<file path="src/rtl/rfid_frame_parser.sv">
// Assembles STX + 10 hex ID chars + 2 hex XOR-checksum chars + ETX from a UART byte strobe.
// Registered outputs, 1-cycle latency from the terminating byte; no backpressure, one byte per cycle accepted.
module rfid_frame_parser #(
    parameter int TIMEOUT_CYCLES = 156250
) (
    input  logic        clk,
    input  logic        rst_n,
    input  logic [7:0]  rx_data,
    input  logic        rx_ready,
    output logic [39:0] tag_id,
    output logic        tag_valid,
    output logic        tag_err,
    output logic [1:0]  err_code,
    output logic        busy
);

    localparam int CW = $clog2(TIMEOUT_CYCLES);
    // Expiry fires on the edge where the idle count would reach TIMEOUT_CYCLES-1.
    localparam logic [CW-1:0] TO_HIT = CW'(TIMEOUT_CYCLES - 2);

    localparam logic [7:0] STX = 8'h02;
    localparam logic [7:0] ETX = 8'h03;

    typedef enum logic [1:0] {IDLE, DATA, CSUM, ETX_WAIT} state_t;

    state_t         state;
    logic [CW-1:0]  tmo_cnt;
    logic [3:0]     char_cnt;
    logic [39:0]    id_sr;
    logic [7:0]     run_xor;
    logic [7:0]     rx_csum;

    logic           hex_ok;
    logic [3:0]     hex_nib;
    logic           bad_byte;

    always_comb begin
        hex_ok  = 1'b1;
        hex_nib = 4'h0;
        if (rx_data >= 8'h30 && rx_data <= 8'h39) begin
            hex_nib = rx_data[3:0];
        end else if ((rx_data >= 8'h41 && rx_data <= 8'h46) ||
                     (rx_data >= 8'h61 && rx_data <= 8'h66)) begin
            hex_nib = rx_data[3:0] + 4'd9;
        end else begin
            hex_ok = 1'b0;
        end
    end

    always_comb begin
        bad_byte = 1'b0;
        if (state == DATA || state == CSUM) begin
            bad_byte = !hex_ok;
        end else if (state == ETX_WAIT) begin
            bad_byte = (rx_data != ETX);
        end
    end

    always_ff @(posedge clk or negedge rst_n) begin
        if (!rst_n) begin
            state     <= IDLE;
            tmo_cnt   <= '0;
            char_cnt  <= 4'd0;
            id_sr     <= 40'd0;
            run_xor   <= 8'd0;
            rx_csum   <= 8'd0;
            tag_id    <= 40'd0;
            tag_valid <= 1'b0;
            tag_err   <= 1'b0;
            err_code  <= 2'd0;
            busy      <= 1'b0;
        end else begin
            tag_valid <= 1'b0;
            tag_err   <= 1'b0;
            if (rx_ready && rx_data == STX) begin
                // An STX mid-frame reports a resync but still opens the new frame.
                if (state != IDLE) begin
                    tag_err  <= 1'b1;
                    err_code <= 2'd3;
                end
                state    <= DATA;
                busy     <= 1'b1;
                char_cnt <= 4'd0;
                id_sr    <= 40'd0;
                run_xor  <= 8'd0;
                rx_csum  <= 8'd0;
                tmo_cnt  <= '0;
            end else if (state != IDLE) begin
                if (rx_ready) begin
                    tmo_cnt <= '0;
                    if (bad_byte) begin
                        tag_err  <= 1'b1;
                        err_code <= 2'd0;
                        state    <= IDLE;
                        busy     <= 1'b0;
                    end else begin
                        case (state)
                            DATA: begin
                                id_sr <= {id_sr[35:0], hex_nib};
                                if (char_cnt[0]) begin
                                    run_xor <= run_xor ^ {id_sr[3:0], hex_nib};
                                end
                                if (char_cnt == 4'd9) begin
                                    char_cnt <= 4'd0;
                                    state    <= CSUM;
                                end else begin
                                    char_cnt <= char_cnt + 4'd1;
                                end
                            end
                            CSUM: begin
                                rx_csum <= {rx_csum[3:0], hex_nib};
                                if (char_cnt == 4'd1) begin
                                    char_cnt <= 4'd0;
                                    state    <= ETX_WAIT;
                                end else begin
                                    char_cnt <= char_cnt + 4'd1;
                                end
                            end
                            ETX_WAIT: begin
                                if (rx_csum == run_xor) begin
                                    tag_valid <= 1'b1;
                                    tag_id    <= id_sr;
                                end else begin
                                    tag_err  <= 1'b1;
                                    err_code <= 2'd1;
                                end
                                state <= IDLE;
                                busy  <= 1'b0;
                            end
                            default: begin
                                state <= IDLE;
                                busy  <= 1'b0;
                            end
                        endcase
                    end
                end else if (tmo_cnt == TO_HIT) begin
                    tag_err  <= 1'b1;
                    err_code <= 2'd2;
                    state    <= IDLE;
                    busy     <= 1'b0;
                end else begin
                    tmo_cnt <= tmo_cnt + CW'(1);
                end
            end
        end
    end

endmodule

</file>
<file path="config.mk">
export PLATFORM = sky130hd
export DESIGN_NAME = rfid_frame_parser
export DESIGN_NICKNAME = d
export VERILOG_FILES = /design/src/rtl/rfid_frame_parser.sv
export SDC_FILE = /design/constraint.sdc
export NUM_CORES = 1
export LEC_CHECK = 0
export CORE_UTILIZATION = 35
export CTS_CLUSTER_DIAMETER = 30
export CTS_CLUSTER_SIZE = 14
export DETAILED_ROUTE_END_ITERATION = 8
export PLACE_DENSITY_LB_ADDON = 0.1
export SETUP_SLACK_MARGIN = 0.1
export SLEW_MARGIN = 10
export SYNTH_ARGS = -nofsm -noshare
export SYNTH_HDL_FRONTEND = slang
export SYNTH_SLANG_ARGS = --single-unit
</file>
<file path="constraint.sdc">
create_clock -name clk -period 3.1 [get_ports clk]
set_input_delay 0.62 -clock clk [delete_from_list [all_inputs] [get_ports clk]]
set_output_delay 0.62 -clock clk [all_outputs]
set_load 0.05 [all_outputs]
</file>
# Word level (Yosys, flattened, before mapping)
# Cells that the tools add are included.
[totals] ff_bits=125 latch_bits=0 ramBits=0 rom_bits=0 in_bits=11 out_inout_bits=45 wordCells=133 n_memories=0
[op_classes] addsub=3 n_mul=0 n_div=0 magnitude_cmp=6 n_eq_ne=16 shifts=0 mux=69 n_bitwise=3 reduce_logical=25
[ops] cell="40-bit 2-to-1 mux" n=5
[ops] cell="8-bit 2-to-1 mux" n=11
[ops] cell="18-bit 2-to-1 mux" n=4
[ops] cell="4-bit 2-to-1 mux" n=8
[ops] cell="2-bit 2-to-1 mux" n=15
[ops] cell="1-bit 2-to-1 mux" n=24
[ops] cell="4-bit AND reduction" n=5
[ops] cell="18-bit by 1-bit adder with 18-bit output, second input constant" n=1
[ops] cell="18-bit == test, second input constant" n=1
[ops] cell="8-bit by 7-bit >= comparator with 1-bit output, second input constant" n=2
[ops] cell="8-bit by 7-bit <= comparator with 1-bit output, second input constant" n=2
[ops] cell="2-bit nonzero test" n=6
[ops] cell="5-bit by 3-bit inequality test with 1-bit output, second input constant" n=2
[ops] cell="8-bit by 2-bit == test with 1-bit output, second input constant" n=1
[ops] cell="8-bit == test" n=1
[ops] cell="8-bit by 6-bit >= comparator with 1-bit output, second input constant" n=1
[ops] cell="8-bit by 6-bit <= comparator with 1-bit output, second input constant" n=1
[ops] cell="8-bit by 2-bit inequality test with 1-bit output, second input constant" n=1
[ops] cell="4-bit case mux with 2 select lines" n=1
[ops] cell="8-bit bitwise XOR" n=1
[ops] cell="6-bit AND reduction" n=1
[ops] cell="3-bit nonzero test" n=2
[ops] cell="5-bit AND reduction" n=1
[ops] cell="4-bit by 1-bit adder with 4-bit output, second input constant" n=1
[ops] cell="other kinds (18)" n=24

# Logic depth before layout (Yosys ltp)
[logic_depth] depth_word=12 ltp_mapped=10 mapped_depth_nobuf=7

# Least setup slack after synthesis
# Ideal clock, no wire load.
[synth_path] path_type="input port to flip-flop" startpoint="in rx_data[3]" endpoint="reg tag_id[19]" setup_ns=0.125 arrival_ns=2.599 t_required_ns=2.975 slack_ns=0.377 path_stages=6 path_buffers=1 cell_sequence="or4b_1 > nor3_4 > o31ai_4 > nor4_4 > buf_6 > mux2_2"
[synth_between] elab_chain_cells=9 word_cells_on_any_way=21
[synth_lines] element="start: declaration" line_no="8" text="input logic [7:0] rx_data,"
[synth_lines] element="8-bit by 7-bit >= comparator with 1-bit output, or another cell as far along" line_no="42" text="end else if ((rx_data >= 8'h41 && rx_data <= 8'h46) ||"
[synth_lines] element="1-bit logical AND, on equally long branches" line_no="42, 43"
[synth_lines] element="1-bit logical OR" line_no="42"
[synth_lines] element="1-bit 2-to-1 mux" line_no="42"
[synth_lines] element="1-bit 2-to-1 mux" line_no="40" text="if (rx_data >= 8'h30 && rx_data <= 8'h39) begin"
[synth_lines] element="1-bit logical NOT" line_no="53" text="bad_byte = !hex_ok;"
[synth_lines] element="1-bit 2-to-1 mux" line_no="52" text="if (state == DATA || state == CSUM) begin"
[synth_lines] element="1-bit inverter (no line)"
[synth_lines] element="6-bit AND reduction (no line) *"
[synth_lines] element="end signal: assignment" line_no="122" text="tag_id <= id_sr;"
[synth_lines] element="end: declaration" line_no="10" text="output logic [39:0] tag_id,"
# Every way passes the cells marked *; elsewhere a longest branch is shown, timed or not.
# A chain may end at the register's enable or synchronous reset.

# Worst setup path after layout
[layout_path] startpoint="in rx_data[1]" endpoint="reg tag_id[27]"
# Same word-level chain as after synthesis.

==> results.md <==
- Status: complete, no violations
- Setup Skew: 10.6 ps
- CTS tree: yes
- Placer Congestion: 0.840
- Worst-Skew Late Latency: 420 ps
- Die area: 17400 sq um
- Crit path DAT: 3100 ps
- Synth-to-Final Area Change: 29.3%
- Period minus WS final: 2810 ps
- Core area: 16500 sq um
- Reg2reg setup slack: 770 ps
- Final nets: 681
- Leak: 3.44 nW
- Vias in the first global route: 4536
- H-tree depth: 4
- Placement Cell Area: 7070 sq um
- Ys flop type: dfrtp_1
- Reg2Reg Depth: 8
- Layout cells sized above 1: 20.8%
- Via density: 5.00
- Syn nets: 578
- Worst-margin pin slew: 586 ps
- Antenna Nets Post-Route: 0
- Post-synth EDFFs: 0
- Worst Setup End Kind: flop
- I/O Buffers: 55
- Clk root buf: clkbuf_16
- Die Wd: 132 microns
- First-pass GRT wire length: 22.8 mm
- Final WL: 13.7 mm
- HPWL after detailed placement: 9.38 mm
- Final non-filler cell area: 7640 sq um
- Antenna diodes: 0
- Drt pass-1 iters: 4
- Drt wl/cell: 15.4 microns
- Clock Sinks: 125
- Endpoints failing setup: 0
- Unrepaired setup endpoints after global routing: no
- Largest net degree at the start of global routing: 46
- Syn. warnings: 0
- Starting Density: 35.8%
- Distinct cell type count after synthesis: 58
- Die Ht: 132 microns
- Post-route setup slack: 292 ps
- Clock transition at path regs: 60 ps
- Max-slew violations: 0
- Iter 0 DRT Violations: 241
- Antenna violations before repair: 0
- Total power: 0.00360 W
- Crit Reg-Reg Startpoint: state[0]
- Final hold vios: 0
- CTS max path bufs: 2
- Fin cells: 889
- Slew headroom: 60.5%
- Pwr dens: 471 nW/um^2
- IO Count: 56
- Synthesis-stage register bit count: 125
- Worst min path class: in -> async
- Placed insts: 856
- Num CTS Buffers: 17
- Critical R2R Capture: tag_id[31]
- Row count: 47
- Worst Setup Path Type: in -> reg
- Max Cap Violations: 0
- Commonest non-fill, non-tap cell in the layout: dfrtp_1
- Post-Syn Instances: 554
- Via count: 4447
- Post-placement setup slack: -179 ps
- Seq/Total Area, Yosys: 52.9%
- Avg Cell Area, Syn: 10.7 sq um
- Overall global routing resource usage: 16.4%
- VDD IR max: 433 uV
- Commonest cells after routing, fill and taps aside: dfrtp_1, nand2_1, a21oi_1, clkdlybuf4s50_1, buf_4
- CP Max Fanout: 20
- CP Launch Type: input port
- Max frequency: 356 MHz
- Post-Syn Area: 5910 sq um
- GRT overflow: 0
- DRC violations left: 0
- Async SR Flop Fraction: 100%
- Final worst-path cycle share: 90.6%
- WP data required: 3390 ps
==> cell families after synthesis <==
logic type	Yosys count	share of synthesized area (%)
AND/OR/NAND/NOR	188	15.5
flip-flops	125	52.9
AO/OA/AOI/OAI	110	12.0
multiplexers	56	10.5
buffers and inverters	41	3.24
XOR/XNOR	21	3.11
adder cells (fa/ha/maj)	13	2.75
==> where the power goes <==
| group | total [W] | internal, W | switching, W |
|---|---|---|---|
| logic | 0.000128 | 0.0000483 | 0.0000794 |
| clock network | 0.00182 | 0.00111 | 0.000710 |
| registers | 0.00165 | 0.00164 | 0.00000874 |
==> Yosys cell counts (2+ instances only) <==
cell | n | share of area [%]
nand3b_1 | 2 | 0.25
nand4_1 | 4 | 0.42
clkbuf_1 | 16 | 1.0
and2_1 | 3 | 0.32
xor2_1 | 13 | 1.9
o311ai_0 | 3 | 0.44
dfrtp_1 | 125 | 53
o2bb2ai_1 | 2 | 0.30
o31ai_1 | 2 | 0.25
mux2_1 | 5 | 0.95
o21ai_0 | 15 | 1.3
nand2b_1 | 2 | 0.21
nor3_1 | 7 | 0.59
nor4_1 | 11 | 1.2
nor4b_1 | 5 | 0.74
nand2_1 | 98 | 6.2
and3_1 | 3 | 0.32
nand3_1 | 10 | 0.85
nor2_1 | 20 | 1.3
o311a_1 | 2 | 0.34
a211o_1 | 2 | 0.30
a21o_1 | 2 | 0.25
o31ai_4 | 2 | 0.72
buf_6 | 4 | 0.76
o221ai_1 | 2 | 0.30
or4_1 | 2 | 0.25
a31oi_1 | 2 | 0.21
ha_1 | 13 | 2.8
buf_2 | 6 | 0.51
mux2i_1 | 10 | 1.7
or2_2 | 2 | 0.21
mux2_2 | 41 | 7.8
xnor2_1 | 8 | 1.2
a21oi_1 | 54 | 4.6
a211oi_1 | 3 | 0.38
inv_1 | 15 | 0.95
or3_1 | 10 | 1.1
o211ai_1 | 8 | 1.0
==> state kept, by name (all words and copies together), names as in the netlist <==
signal / flops
tag_err: 1
run_xor: 8
tag_valid: 1
busy: 1
char_cnt: 4
tmo_cnt: 18
tag_id: 40
err_code: 2
rx_csum: 8
id_sr: 40
state: 2
==> worst max-delay path, cell delays in order <==
cell and delay (ps):
clkdlybuf4s50_1 500, buf_4 120, ha_1 150, or4b_2 670
nor2_2 130, buf_4 170, nor4_4 50, buf_4 160
clkbuf_16 190, mux2_1 310
==> cell type report <==
cell class                 count  area, sq um
clock buffer                  20          447
clock inverter                11         96.3
fill                        1548         8880
inverter                      15         56.3
multi-input combinational    388         2620
sequential                   125         3130
tap                          220          275
timing repair buffer         110         1020
==> how the worst max path moves through the flow <==
stage | endpoint | depth (start not counted) | from
after floorplan | tag_id[19] | 6 | rx_data[3]
after global placement | tag_id[26] | 10 | rx_data[0]
after detailed placement | tag_id[32] | 10 | rx_data[0]
after CTS | tag_id[23] | 10 | rx_data[0]
after global routing | tag_id[0] | 11 | rx_data[0]
final | tag_id[27] | 10 | rx_data[1]
==> what timing repair did <==
item,in CTS,in global routing
hold buffers,0,0
endpoints found under the setup margin,0,40
gates resized for setup,0,2
buffers inserted,0,1
==> through the flow <==
step                      hold slack (ps)  TNS [ps]  utilization [%]
after global placement                468     -5050             42.8
after global routing                  238         0             46.3
after detailed placement              475     -7610             42.8
after CTS                             210         0             46.1
after floorplan                       324         0                -
final                                 191         0             46.3
==> per-layer routing <==
metal / GRT usage, % / vias up / part of all wire [%]
met3: 3.15 / 13 / 2.6
met2: 25.8 / 67 / 47
li1: - / 2179 / -
met1: 22.4 / 2188 / 49
met5: 0 / - / 0
met4: 6.59 / 0 / 1.1
Power figures use the tool's default switching activity.
